--- src/rtl/uart_rx_ctrl.sv ---
// uart_rx_ctrl: sequencer and configurator for the UART receive path.
//   Owns the baud divisor and the reset of the RX datapath. Drains bytes from the
//   show-ahead RX FIFO into a valid/ready stream. When the line stays idle past a
//   programmable timeout, it marks the last byte of the frame.
// Ports:
//   clk_i, rst_ni              clock, asynchronous active-low reset
//   cfg_we_i/baud_i/timeout_i  configuration write (baud change restarts the datapath)
//   baud_o, rx_rst_o           divisor and active-high reset to the RX datapath/FIFO
//   fifo_avail_i/dat_i/rd_o    RX FIFO status, head byte and pop strobe
//   m_dat_o/last_o/valid_o     registered output stream, m_ready_i back-pressure
//   busy_o                     controller not idle
// Optional feature macro UART_RX_CTRL_STATS_EN adds the stat_bytes_o/stat_frames_o
// counters (saturating, cleared by any config write).
module uart_rx_ctrl #(
   parameter int unsigned            BAUD_WORD       = 16,
   parameter int unsigned            TIMEOUT_W       = 8,
   parameter logic [BAUD_WORD-1:0]   DEFAULT_BAUD    = BAUD_WORD'(434),
   parameter logic [TIMEOUT_W-1:0]   DEFAULT_TIMEOUT = TIMEOUT_W'(200)
) (
   input  logic                 clk_i,
   input  logic                 rst_ni,
   input  logic                 cfg_we_i,
   input  logic [BAUD_WORD-1:0] cfg_baud_i,
   input  logic [TIMEOUT_W-1:0] cfg_timeout_i,
   output logic [BAUD_WORD-1:0] baud_o,
   output logic                 rx_rst_o,
   input  logic                 fifo_avail_i,
   input  logic [7:0]           fifo_dat_i,
   output logic                 fifo_rd_o,
   output logic [7:0]           m_dat_o,
   output logic                 m_last_o,
   output logic                 m_valid_o,
   input  logic                 m_ready_i,
`ifdef UART_RX_CTRL_STATS_EN
   output logic [15:0]          stat_bytes_o,
   output logic [15:0]          stat_frames_o,
`endif
   output logic                 busy_o
);

   typedef enum logic [1:0] {StRcfg, StIdle, StPend, StOut} state_e;

   state_e               state_q, state_d;
   logic                 rcfg_cnt_q, rcfg_cnt_d;
   logic [BAUD_WORD-1:0] baud_q, baud_d;
   logic [TIMEOUT_W-1:0] timeout_q, timeout_d;
   logic [TIMEOUT_W-1:0] idle_cnt_q, idle_cnt_d;
   logic [7:0]           m_dat_q, m_dat_d;
   logic                 m_last_q, m_last_d;
   logic                 m_valid_q, m_valid_d;
   logic                 baud_chg;
   logic                 hs;

   assign baud_chg = cfg_we_i && (cfg_baud_i != baud_q);
   assign hs       = m_valid_q && m_ready_i;

   always_comb begin
      state_d    = state_q;
      rcfg_cnt_d = rcfg_cnt_q;
      baud_d     = baud_q;
      timeout_d  = timeout_q;
      idle_cnt_d = idle_cnt_q;
      m_dat_d    = m_dat_q;
      m_last_d   = m_last_q;
      m_valid_d  = m_valid_q;
      fifo_rd_o  = 1'b0;
      rx_rst_o   = 1'b0;

      unique case (state_q)
         StRcfg: begin
            rx_rst_o = 1'b1;
            if (rcfg_cnt_q) begin
               state_d = StIdle;
            end else begin
               rcfg_cnt_d = 1'b1;
            end
         end
         StIdle: begin
            if (fifo_avail_i) begin
               fifo_rd_o  = 1'b1;
               m_dat_d    = fifo_dat_i;
               idle_cnt_d = '0;
               state_d    = StPend;
            end
         end
         StPend: begin
            // A following byte proves the frame continues; offer without waiting.
            if (fifo_avail_i) begin
               m_last_d  = 1'b0;
               m_valid_d = 1'b1;
               state_d   = StOut;
            // >= rather than == so a timeout lowered mid-count still terminates.
            end else if (idle_cnt_q >= timeout_q) begin
               m_last_d  = 1'b1;
               m_valid_d = 1'b1;
               state_d   = StOut;
            end else if (idle_cnt_q != '1) begin
               idle_cnt_d = idle_cnt_q + 1'b1;
            end
         end
         StOut: begin
            if (hs) begin
               m_valid_d = 1'b0;
               if (!m_last_q && fifo_avail_i) begin
                  fifo_rd_o  = 1'b1;
                  m_dat_d    = fifo_dat_i;
                  idle_cnt_d = '0;
                  state_d    = StPend;
               end else begin
                  state_d = StIdle;
               end
            end
         end
         default: state_d = StRcfg;
      endcase

      if (cfg_we_i) begin
         timeout_d = cfg_timeout_i;
      end

      // A new divisor invalidates anything in flight: drop the held byte, skip the
      // pop and restart the datapath reset sequence.
      if (baud_chg) begin
         baud_d     = cfg_baud_i;
         fifo_rd_o  = 1'b0;
         m_dat_d    = m_dat_q;
         m_valid_d  = 1'b0;
         rcfg_cnt_d = 1'b0;
         state_d    = StRcfg;
      end
   end

   always_ff @(posedge clk_i or negedge rst_ni) begin
      if (!rst_ni) begin
         state_q    <= StRcfg;
         rcfg_cnt_q <= 1'b0;
         baud_q     <= DEFAULT_BAUD;
         timeout_q  <= DEFAULT_TIMEOUT;
         idle_cnt_q <= '0;
         m_dat_q    <= 8'h00;
         m_last_q   <= 1'b0;
         m_valid_q  <= 1'b0;
      end else begin
         state_q    <= state_d;
         rcfg_cnt_q <= rcfg_cnt_d;
         baud_q     <= baud_d;
         timeout_q  <= timeout_d;
         idle_cnt_q <= idle_cnt_d;
         m_dat_q    <= m_dat_d;
         m_last_q   <= m_last_d;
         m_valid_q  <= m_valid_d;
      end
   end

   assign baud_o    = baud_q;
   assign m_dat_o   = m_dat_q;
   assign m_last_o  = m_last_q;
   assign m_valid_o = m_valid_q;
   assign busy_o    = (state_q != StIdle);

`ifdef UART_RX_CTRL_STATS_EN
   logic [15:0] bytes_q, bytes_d;
   logic [15:0] frames_q, frames_d;

   always_comb begin
      bytes_d  = bytes_q;
      frames_d = frames_q;
      if (cfg_we_i) begin
         bytes_d  = '0;
         frames_d = '0;
      end else if (hs) begin
         if (bytes_q != 16'hFFFF) begin
            bytes_d = bytes_q + 16'd1;
         end
         if (m_last_q && (frames_q != 16'hFFFF)) begin
            frames_d = frames_q + 16'd1;
         end
      end
   end

   always_ff @(posedge clk_i or negedge rst_ni) begin
      if (!rst_ni) begin
         bytes_q  <= '0;
         frames_q <= '0;
      end else begin
         bytes_q  <= bytes_d;
         frames_q <= frames_d;
      end
   end

   assign stat_bytes_o  = bytes_q;
   assign stat_frames_o = frames_q;
`endif

endmodule

--- config.mk ---
export PLATFORM = sky130hd
export DESIGN_NAME = uart_rx_ctrl
export DESIGN_NICKNAME = d
export VERILOG_FILES = /design/src/rtl/uart_rx_ctrl.sv
export SDC_FILE = /design/constraint.sdc
export NUM_CORES = 1
export LEC_CHECK = 0
export ABC_AREA = 0
export CORE_MARGIN = 5
export CORE_UTILIZATION = 49
export CTS_BUF_LIST = sky130_fd_sc_hd__clkbuf_2
export CTS_CLUSTER_SIZE = 40
export DETAILED_ROUTE_END_ITERATION = 10
export PLACE_DENSITY = 0.92
export SYNTH_ARGS = -nofsm -noshare
export SYNTH_HDL_FRONTEND = slang
export SYNTH_SLANG_ARGS = --single-unit
--- constraint.sdc ---
create_clock -name clk_i -period 2.5 [get_ports clk_i]
set_clock_uncertainty 0.1 [all_clocks]
set_input_delay 0.25 -clock clk_i [delete_from_list [all_inputs] [get_ports clk_i]]
set_output_delay 0.25 -clock clk_i [all_outputs]
set_load 0.03 [all_outputs]
==> summary.txt <==
Worst setup path
  – FF-to-FF setup slack: between 0.1 and 0.15 ns
  – CP max FO: 3
  – R2R cell count: 7
  – WS Path Type: flop to primary output
  – CP Launch Type: flop
  – Critical Path RT: about 2.2 ns
  – CP arrival: slightly above 2 ns
  – Setup crit start: baud_o[13]
  – Critical Path Sink Type: primary output
  – Worst R2R End: idle_cnt_q[3]
  – Critical R2R Launch: timeout_q[0]

Place
  – Buffers on Ports: 65
  – DP Cell Count: ~320
  – Detailed Place HPWL: between 4000 and 5000 um
  – GPL Wtd Cong: about 0.81
  – Pre-CTS setup slack: -0.0626 ns

CTS
  – Clk pin slew, worst setup/hold paths: roughly 0.23 ns
  – TritonCTS buffer count: 5
  – Clock sinks: 45
  – Clk root buf: clkbuf_2
  – Skew-Pair Late Insertion Delay: 0.42 ns
  – CTS H-Tree Depth: 2
  – CTS Buffer Depth: 2
  – TritonCTS clock tree: yes

Floorplan
  – Die Wd: a little under 80 um
  – Num rows: 24
  – # IOs: 66
  – Die area: 0.00612 mm2
  – Die Span Y: slightly below 80 um
  – Initial Util: roughly half
  – CORE AREA: roughly 0.0044 mm2

STA
  – Period utilization: a little over nine tenths
  – Setup-failing EPs final: 0
  – Min Tclk post-route: around 2.4 ns
  – Slew Viols, Final: 0
  – Worst-margin pin slew: 0.431 ns
  – Fin. Hold Viols: 0
  – Fmax: about 0.42 GHz
  – Relative slew slack: a little under three quarters
  – Setup WS post-layout: roughly 0.10 ns

Logic synthesis
  – Unique masters post-synth: 41
  – Synth area leader: dfrtp_1
  – Syn Inst Count: 200
  – Syn avg cell area: 11.4 um2
  – Share of the synthesized area in the top cell type: between 40% and 50%
  – Synth top cells by count: dfrtp_1 (37), mux2_2 (26), nand2_1 (17)
  – Total of warnings raised by yosys: 0
  – Synth Net Count: approximately 250
  – Register bit count reported by yosys: 45
  – Fraction of registers with async set or reset after synthesis: 100%
  – Post-synthesis cell area: between 0.002 and 0.0025 mm2
  – Largest cells by area after synthesis: dfrtp_1 (41%), mux2_2 (13%), dfstp_2 (9.2%), xnor2_1 (6.1%), ha_1 (4.9%)
  – Post-synth EDFFs: 0
  – Seq/Total Area, Yosys: approximately 50%
  – Most frequent cell after synthesis: dfrtp_1
  – Prevailing post-synth register cell: dfrtp_1

Routing
  – Drt first pass iters: 4
  – Vias per cell: roughly 5.6
  – First DRT Iteration DRCs: 98
  – Number of routed nets with antenna violations: 0
  – DRT Wirelength: approximately 5200 um
  – Vias: 1848
  – Routed length per instance: ~16 um
  – DRC: 0

Layout
  – Share of cells above drive strength 1: about a fifth
  – Net count, final: between 300 and 400
  – Final Non-Filler Cells: 329
  – Area grow syn2layout: 37.9%
  – # diodes: 0
  – Post-Route Utilization: 70.8%

Pwr
  – Leakage: between 1 and 1.5 nW
  – Power Internal: roughly 1.5 mW
  – Power share of the clock group: between 15 and 20%
  – Sw Share: a little over a third
  – Peak VDD IR: 0.549 mV
  – Comb pwr share: 41.2%
  – Seq pwr share: a little over two fifths
  – Psw: slightly above 0.8 mW
  – P per Cell Area: 738 mW/mm2

Run
  – MaxCap Viol Count: 0

GRT
  – Number of global-route vias before repair: ~1900
  – Initial antenna violation count: 0
  – Largest net degree at the start of global routing: 35
  – Total Routing Usage GR: between 10% and 20%
  – GRT overflow: 0
  – First-pass GRT wire length: around 8700 um

Run status
  – Status: finished, final reports clean

Worst hold path
  – Min-delay worst type: input pin to asynchronous set/reset pin
sequential cells by signal, indices dropped and copies added, names as in the netlist:
register / flops
baud_o: 16
idle_cnt_q: 8
m_dat_o: 8
m_last_o: 1
m_valid_o: 1
rcfg_cnt_q: 1
state_q: 2
timeout_q: 8
critical path, stage by stage (launching register included):
cell and delay [ns]:
dfrtp_1 0.46, xnor2_1 0.22, nand4_1 0.14, o41ai_2 0.47, nand2_2 0.12, inv_1 0.07, buf_4 0.15
power by group through the flow:
stage	combinational, mW	clock (mW)	sequential, mW
2_1_floorplan	0.337	0	1.17
3_3_place_gp	0.894	0	0.975
3_5_place_dp	0.917	0	0.984
4_1_cts	0.941	0.408	0.970
5_1_grt	1.03	0.437	0.993
6_report	0.958	0.395	0.971
through the flow:
| stage | cell area [um2] | TNS, ns | hold slack (ns) | power (mW) |
|---|---|---|---|---|
| after detailed placement | 3020 | -0.0787 | 0.0362 | 1.90 |
| final | 3150 | 0 | 0.114 | 2.32 |
| after global placement | 3020 | 0 | 0.0348 | 1.87 |
| after CTS | 3120 | 0 | 0.103 | 2.32 |
| after floorplan | 2280 | 0 | -0.146 | 1.50 |
| after global routing | 3150 | -0.0108 | 0.109 | 2.46 |
area by class of cell:
cell class                      instances  area (um2)
Sequential cell                        45        1140
Clock buffer                            6        30.0
Fill cell                             318        1300
Timing Repair Buffer                   75         721
Tap cell                               52        65.1
Clock inverter                          2        33.8
Inverter                               10        37.5
Multi-Input combinational cell        139        1120
layout by cell type, fill, tap and decap left out, drive strengths merged, types with 3 or more instances in the layout:
cell type,netlist,final
clkbuf,3,6
dfstp,8,8
ha,9,9
nor2,7,7
clkdlybuf4s50,0,63
xnor2,16,16
nand2,17,17
nand4,6,6
o21ai,9,9
a21oi,8,8
nand2b,3,3
buf,3,11
inv,10,10
o31ai,4,4
dfrtp,37,37
nand3,3,3
mux2,26,26
repair_timing:
item	4_1_cts	5_1_grt
resized for setup	3	2
buffers inserted	1	1
endpoints found under the hold margin	40	0
setup endpoints to repair	6	2
hold buffers	1	0
pin swaps	1	3
routing by layer:
metal  vias up  share of wire [%]  GRT usage (%)
li1        882                  -              -
met1       900                 39           19.4
met2        60                 49           30.7
met3         6                 11           8.81
met4         0                1.1           5.07
met5         -                  0              0
cells by family after synthesis:
family | synth area share, %
buf+inv | 2.91
compound gates | 13.4
simple gates | 9.98
flops | 49.8
fa+ha+maj | 4.93
mux | 12.8
xor+xnor | 6.14
worst max-delay path by stage:
stage                               end
final                         fifo_rd_o
after global routing          fifo_rd_o
after CTS                 idle_cnt_q[3]
after detailed placement  idle_cnt_q[3]
after global placement    idle_cnt_q[3]
after floorplan           idle_cnt_q[0]
No activity file was read; power rests on OpenSTA's default activity.
==> patch 1 (config.mk and constraints unchanged) <==
Add an input register stage for `cfg_baud_i` and `cfg_timeout_i`, cleared by the reset; this delays them by one clock. The other inputs are not delayed to match.
--- a/src/rtl/uart_rx_ctrl.sv
+++ b/src/rtl/uart_rx_ctrl.sv
@@ -42,2 +42,15 @@
 
+   logic [BAUD_WORD-1:0] cfg_baud_q;
+   logic [TIMEOUT_W-1:0] cfg_timeout_q;
+
+   always_ff @(posedge clk_i or negedge rst_ni) begin
+      if (!rst_ni) begin
+         cfg_baud_q    <= '0;
+         cfg_timeout_q <= '0;
+      end else begin
+         cfg_baud_q    <= cfg_baud_i;
+         cfg_timeout_q <= cfg_timeout_i;
+      end
+   end
+
    state_e               state_q, state_d;
@@ -53,3 +66,3 @@
 
-   assign baud_chg = cfg_we_i && (cfg_baud_i != baud_q);
+   assign baud_chg = cfg_we_i && (cfg_baud_q != baud_q);
    assign hs       = m_valid_q && m_ready_i;
@@ -117,3 +130,3 @@
       if (cfg_we_i) begin
-         timeout_d = cfg_timeout_i;
+         timeout_d = cfg_timeout_q;
       end
@@ -123,3 +136,3 @@
       if (baud_chg) begin
-         baud_d     = cfg_baud_i;
+         baud_d     = cfg_baud_q;
          fifo_rd_o  = 1'b0;
Formal check against the unedited RTL: not equivalent (a bounded check fails within 4 cycles, from zero or initial values and one cycle with rst_ni low).
==> patch 1 against the unedited design <==
The run now ends with setup timing left; worst setup slack got worse by 0.12 ns; via count up 14%; synthesized area rose by 27%; routed wire length increased by 19%; synthesized cell count up 13%; design area up 26%; power increased by 25%; sequential cell count grew 24; largest cell class unchanged; largest power group unchanged; highest routed layer unchanged.
==> patch 1: results (changes against the unedited design) <==
NumNets Final 362 (+12%); layout cell share with drive strength beyond 1 0.277 (+0.0643); Initial DRT Pass Iterations 4 (unchanged); vias after detailed routing 2,112 (+14%); GR Util met1 0.210 (+0.0158); mux share of post-synthesis cell area 0.104 (-0.0239); failing checks setup timing; WL final 6200 microns (+19%); H-tree Lvls 3 (+1); Area after DPL 0.00367 sq mm (+22%); Max VDD drop 0.000589 V (+7.4%); Worst R2R Path Depth 6 (-1); global-route wire length before repair 10,000 microns (+15%); Syn. warnings 0 (unchanged); largest net degree at the start of global routing 26 (-26%); compound-gate portion of the synthesized area 0.102 (-0.0325); clock transition at the registers of the reported paths 0.20 ns (-0.03 ns); Distinct cells, synth 36 (-12%); met2 GRT Util 0.292 (-0.0154); Reg power frac 0.479 (+0.061); HP Class primary input to register; Buf/Inv on CP 0 (-2); top post-synthesis cells by area dfrtp_1 53%, mux2_2 9.7%, dfstp_2 7.3%, xnor2_1 4.9%, ha_1 3.9%; port bufs 65 (unchanged); GP Congestion 0.911 (+12%); # setup viols final 2 (+2); most instantiated cells after synthesis 61 x dfrtp_1, 25 x mux2_2, 19 x nand2_1; CP max-delay cell or4_4; gr usage total 0.172 (-0.00570); TritonCTS buffer count 9 (+4); Mapped Nets 271 (+10%); CP peak stage delay 0.55 ns (+0.08 ns); Skew-Pair Late Insertion Delay 0.48 ns (+0.06 ns); outcome finished, violations left; Crit Path Max Fanout 7 (+4); Setup WS post-layout -0.0122 ns (-0.117 ns); Clock Root Buffer clkbuf_2; sequential element share of the synthesized area 0.601 (+0.103); WHS Endpoint cfg_baud_q[3]$_DFF_PN0_; clock-net power 0.615 mW (+56%); Final Max Slew Viols 0 (unchanged); leakage 1.67 nW (+25%); Global Route met3 Usage 0.0409 (-0.0472); Clock power frac 0.213 (+0.043); Critical Path Source idle_cnt_q[5]$_DFFE_PN0P_; number of DRC markers in iteration 0 175 (+79%); R2R Path End idle_cnt_q[5]$_DFFE_PN0P_; post-synthesis xor/xnor area fraction 0.0485 (-0.0129); initial antenna violation count 0 (unchanged); vias in the first global route 2,243 (+18%); Clock Path Buffers 2 (unchanged); Async SR Flop Fraction 1.00 (unchanged); Adder-Cell Fraction of Synth Area 0.0390 (-0.0104); arrival time of the worst setup path 2.83 ns (+0.78 ns); Sw Pwr 0.967 mW (+19%); Top FF cell, synth dfrtp_1; worst hold start cfg_baud_i[3]; actual slew at the worst max-slew pin 0.481 ns (+0.0495 ns); # diodes 0 (unchanged); post-DP HPWL 4370 microns (+8.6%)
-- patch 1: metrics by stage --
step                       util  hold WS (ns)  worst slack [ns]  std cells  TNS [ns]
after floorplan               -        -0.146            0.0974        225         0
after global placement    0.632         0.138            0.0925        369         0
after detailed placement  0.632         0.143           -0.0131        369   -0.0172
after CTS                 0.669        0.0446           0.00311        395         0
after global routing      0.684        0.0306            -0.123        396    -0.239
final                     0.684        0.0741           -0.0122        396   -0.0214
-- patch 1: how the worst max path moves through the flow --
| stage | depth (start not counted) | to |
|---|---|---|
| 5_1_grt | 7 | fifo_rd_o |
| 2_1_floorplan | 7 | idle_cnt_q[4]$_DFFE_PN0P_ |
| 3_3_place_gp | 7 | idle_cnt_q[5]$_DFFE_PN0P_ |
| 3_5_place_dp | 7 | idle_cnt_q[4]$_DFFE_PN0P_ |
| 6_report | 6 | idle_cnt_q[5]$_DFFE_PN0P_ |
| 4_1_cts | 7 | idle_cnt_q[5]$_DFFE_PN0P_ |
-- patch 1: final cells by class --
cell class,count,area [sq um]
clock inverters,7,66.3
fillers,437,1840
inverters,14,52.6
multi-input cells,138,1190
clock buffers,9,45.0
well taps,75,93.8
flip-flops and latches,69,1740
repair buffers,84,792
-- patch 1: logic make-up (layout without fill, tap and decap cells) --
kind of cell	count (synthesis)	in the layout
simple gates	46	46
buf+inv	18	114
flops	69	69
mux	27	27
compound gates	40	40
fa+ha+maj	9	9
xor+xnor	16	16
-- patch 1: routing by layer --
layer | vias to the layer above | part of all wire
li1 | 978 | -
met1 | 1041 | 0.40
met5 | - | 0
met4 | 0 | 0.020
met3 | 17 | 0.065
met2 | 76 | 0.52
-- patch 1: timing repair --
item,in CTS,in global routing
resized for setup,6,13
endpoints found under the setup margin,4,5
pin swaps,6,7
hold buffers,1,0
buffers inserted,9,1
endpoints found under the hold margin,20,0
==> patch 2 (same flow settings) <==
Without the edit above. Build with the macro `UART_RX_CTRL_STATS_EN` defined.
--- a/src/rtl/uart_rx_ctrl.sv
+++ b/src/rtl/uart_rx_ctrl.sv
@@ -13,2 +13,4 @@
 // counters (saturating, cleared by any config write).
+`define UART_RX_CTRL_STATS_EN
+
 module uart_rx_ctrl #(
Check against the original RTL (old outputs only; new: stat_bytes_o and stat_frames_o): equivalent (equiv_simple and equiv_induct, registers matched by name and starting in step).
==> patch 2 against the unedited design <==
Maximum frequency fell by 1.8%; combinational power fell by 7.3%; sequential cell count up 32; worst setup slack worse by 0.044 ns; power rose by 38%; sequential share of layout area is 1.3 points lower; design area rose by 77%; utilization fell by 2.4 points; routed wire length is 85% higher; synthesized area up 78%; largest cell class is now multi-input gates.
==> patch 2: results (changes against the unedited design) <==
post-DP HPWL 7270 microns (+81%); Area after DPL 0.00524 sq mm (+73%); global-route wire length before repair 16,300 microns (+86%); post-DR wirelength/cell 15.4 microns (-2.7%); actual slew at the worst max-slew pin 0.747 ns (+0.316 ns); GR Util met1 0.236 (+0.0412); initial antenna violation count 0 (unchanged); final core occ 0.685 (-0.0235); Reg power frac 0.458 (+0.040); clock-net power 0.849 mW (+110%); Distinct cells, synth 52 (+27%); DRT met1 WL 3930 microns (+93%); met2 routed WL 4930 microns (+92%); Power Internal 2.24 mW (+48%); leakage 2.27 nW (+71%); WHS Endpoint stat_bytes_o[2]$_DFFE_PN0P_; top sig layer met4; Syn Inst Count 392 (+96%); Mapped Nets 440 (+79%); Placement Setup Slack -0.0230 ns (+0.0395 ns); port bufs 97 (+49%); Initial DRT Pass Iterations 4 (unchanged); post-synthesis xor/xnor area fraction 0.0862 (+0.0248); Pwr Density 575 mW/mm^2 (-22%); Max VDD drop 0.000692 V (+26%); gr usage total 0.197 (+0.0189); compound-gate portion of the synthesized area 0.111 (-0.0236); met2 GRT Util 0.334 (+0.0266); R2R Path End idle_cnt_q[2]$_DFFE_PN0P_; clock transition at the registers of the reported paths 0.20 ns (-0.03 ns); GP Congestion 0.855 (+5.2%); layout cell share with drive strength beyond 1 0.197 (-0.0165); placed cells 596 (+87%); HP Class primary input to register; NumNets Final 562 (+75%); Post-CTS Resized 9 (+6); Layout Cells excl Fill 624 (+90%); Global Route met3 Usage 0.0630 (-0.0251); TritonCTS buffer count 9 (+4); mux share of post-synthesis cell area 0.0972 (-0.0311); Worst R2R Path Depth 6 (-1); Hold Worst Slack 0.0714 ns (-0.0422 ns); sequential element share of the synthesized area 0.476 (-0.0215); H-tree Lvls 3 (+1); DR vias/cell 5.42 (-3.5%); Fillers 617 (+94%); largest net degree at the start of global routing 47 (+34%); arrival time of the worst setup path 2.09 ns (+0.04 ns); Adder-Cell Fraction of Synth Area 0.0338 (-0.0155); Skew-Pair Late Insertion Delay 0.47 ns (+0.05 ns); WL met3 675 microns (+22%); top post-synthesis cells by area dfrtp_1 42%, mux2_2 7.5%, xnor2_1 6.7%, dfstp_2 5.2%, nor2_1 3.4%; number of DRC markers in iteration 0 124 (+27%); vias in the first global route 3,521 (+86%); Post-CTS Setup Bufs 3 (+2); outcome complete, no violations; Max Freq 410 MHz (-1.8%); Critical Path Source baud_o[7]$_DFFE_PN1P_; most instantiated cells after synthesis 69 x dfrtp_1, 37 x nor2_1, 31 x xnor2_1; Crit Path Max Fanout 5 (+2)
## patch 2: changes by cell type in the layout (fill, tap and decap cells not counted), moves of 6 or more
cell / unedited run / this run
xor2_1: 0 / 9
clkdlybuf4s50_1: 63 / 94
nor3_1: 0 / 6
xnor2_1: 16 / 29
dfrtp_1: 37 / 69
buf_4: 10 / 30
a211oi_1: 0 / 7
nor2_1: 7 / 37
mux2i_1: 0 / 8
nand3_1: 3 / 13
nand4_1: 6 / 12
inv_1: 10 / 19
nand2_1: 16 / 29
## patch 2: critical path: stages (launching register included)
cell and delay, ns:
dfstp_2 0.60, xnor2_2 0.10, nand4_1 0.13, o41ai_2 0.34, buf_4 0.20, nand2_8 0.06
inv_2 0.06, buf_6 0.12
## patch 2: area by class of cell
cell class                 count  share of cell area
inverter                      21              0.0142
tap                          105              0.0236
sequential                    77               0.348
multi-input combinational    278               0.373
timing repair buffer         127               0.214
clock buffer                  11             0.00988
clock inverter                 5              0.0177
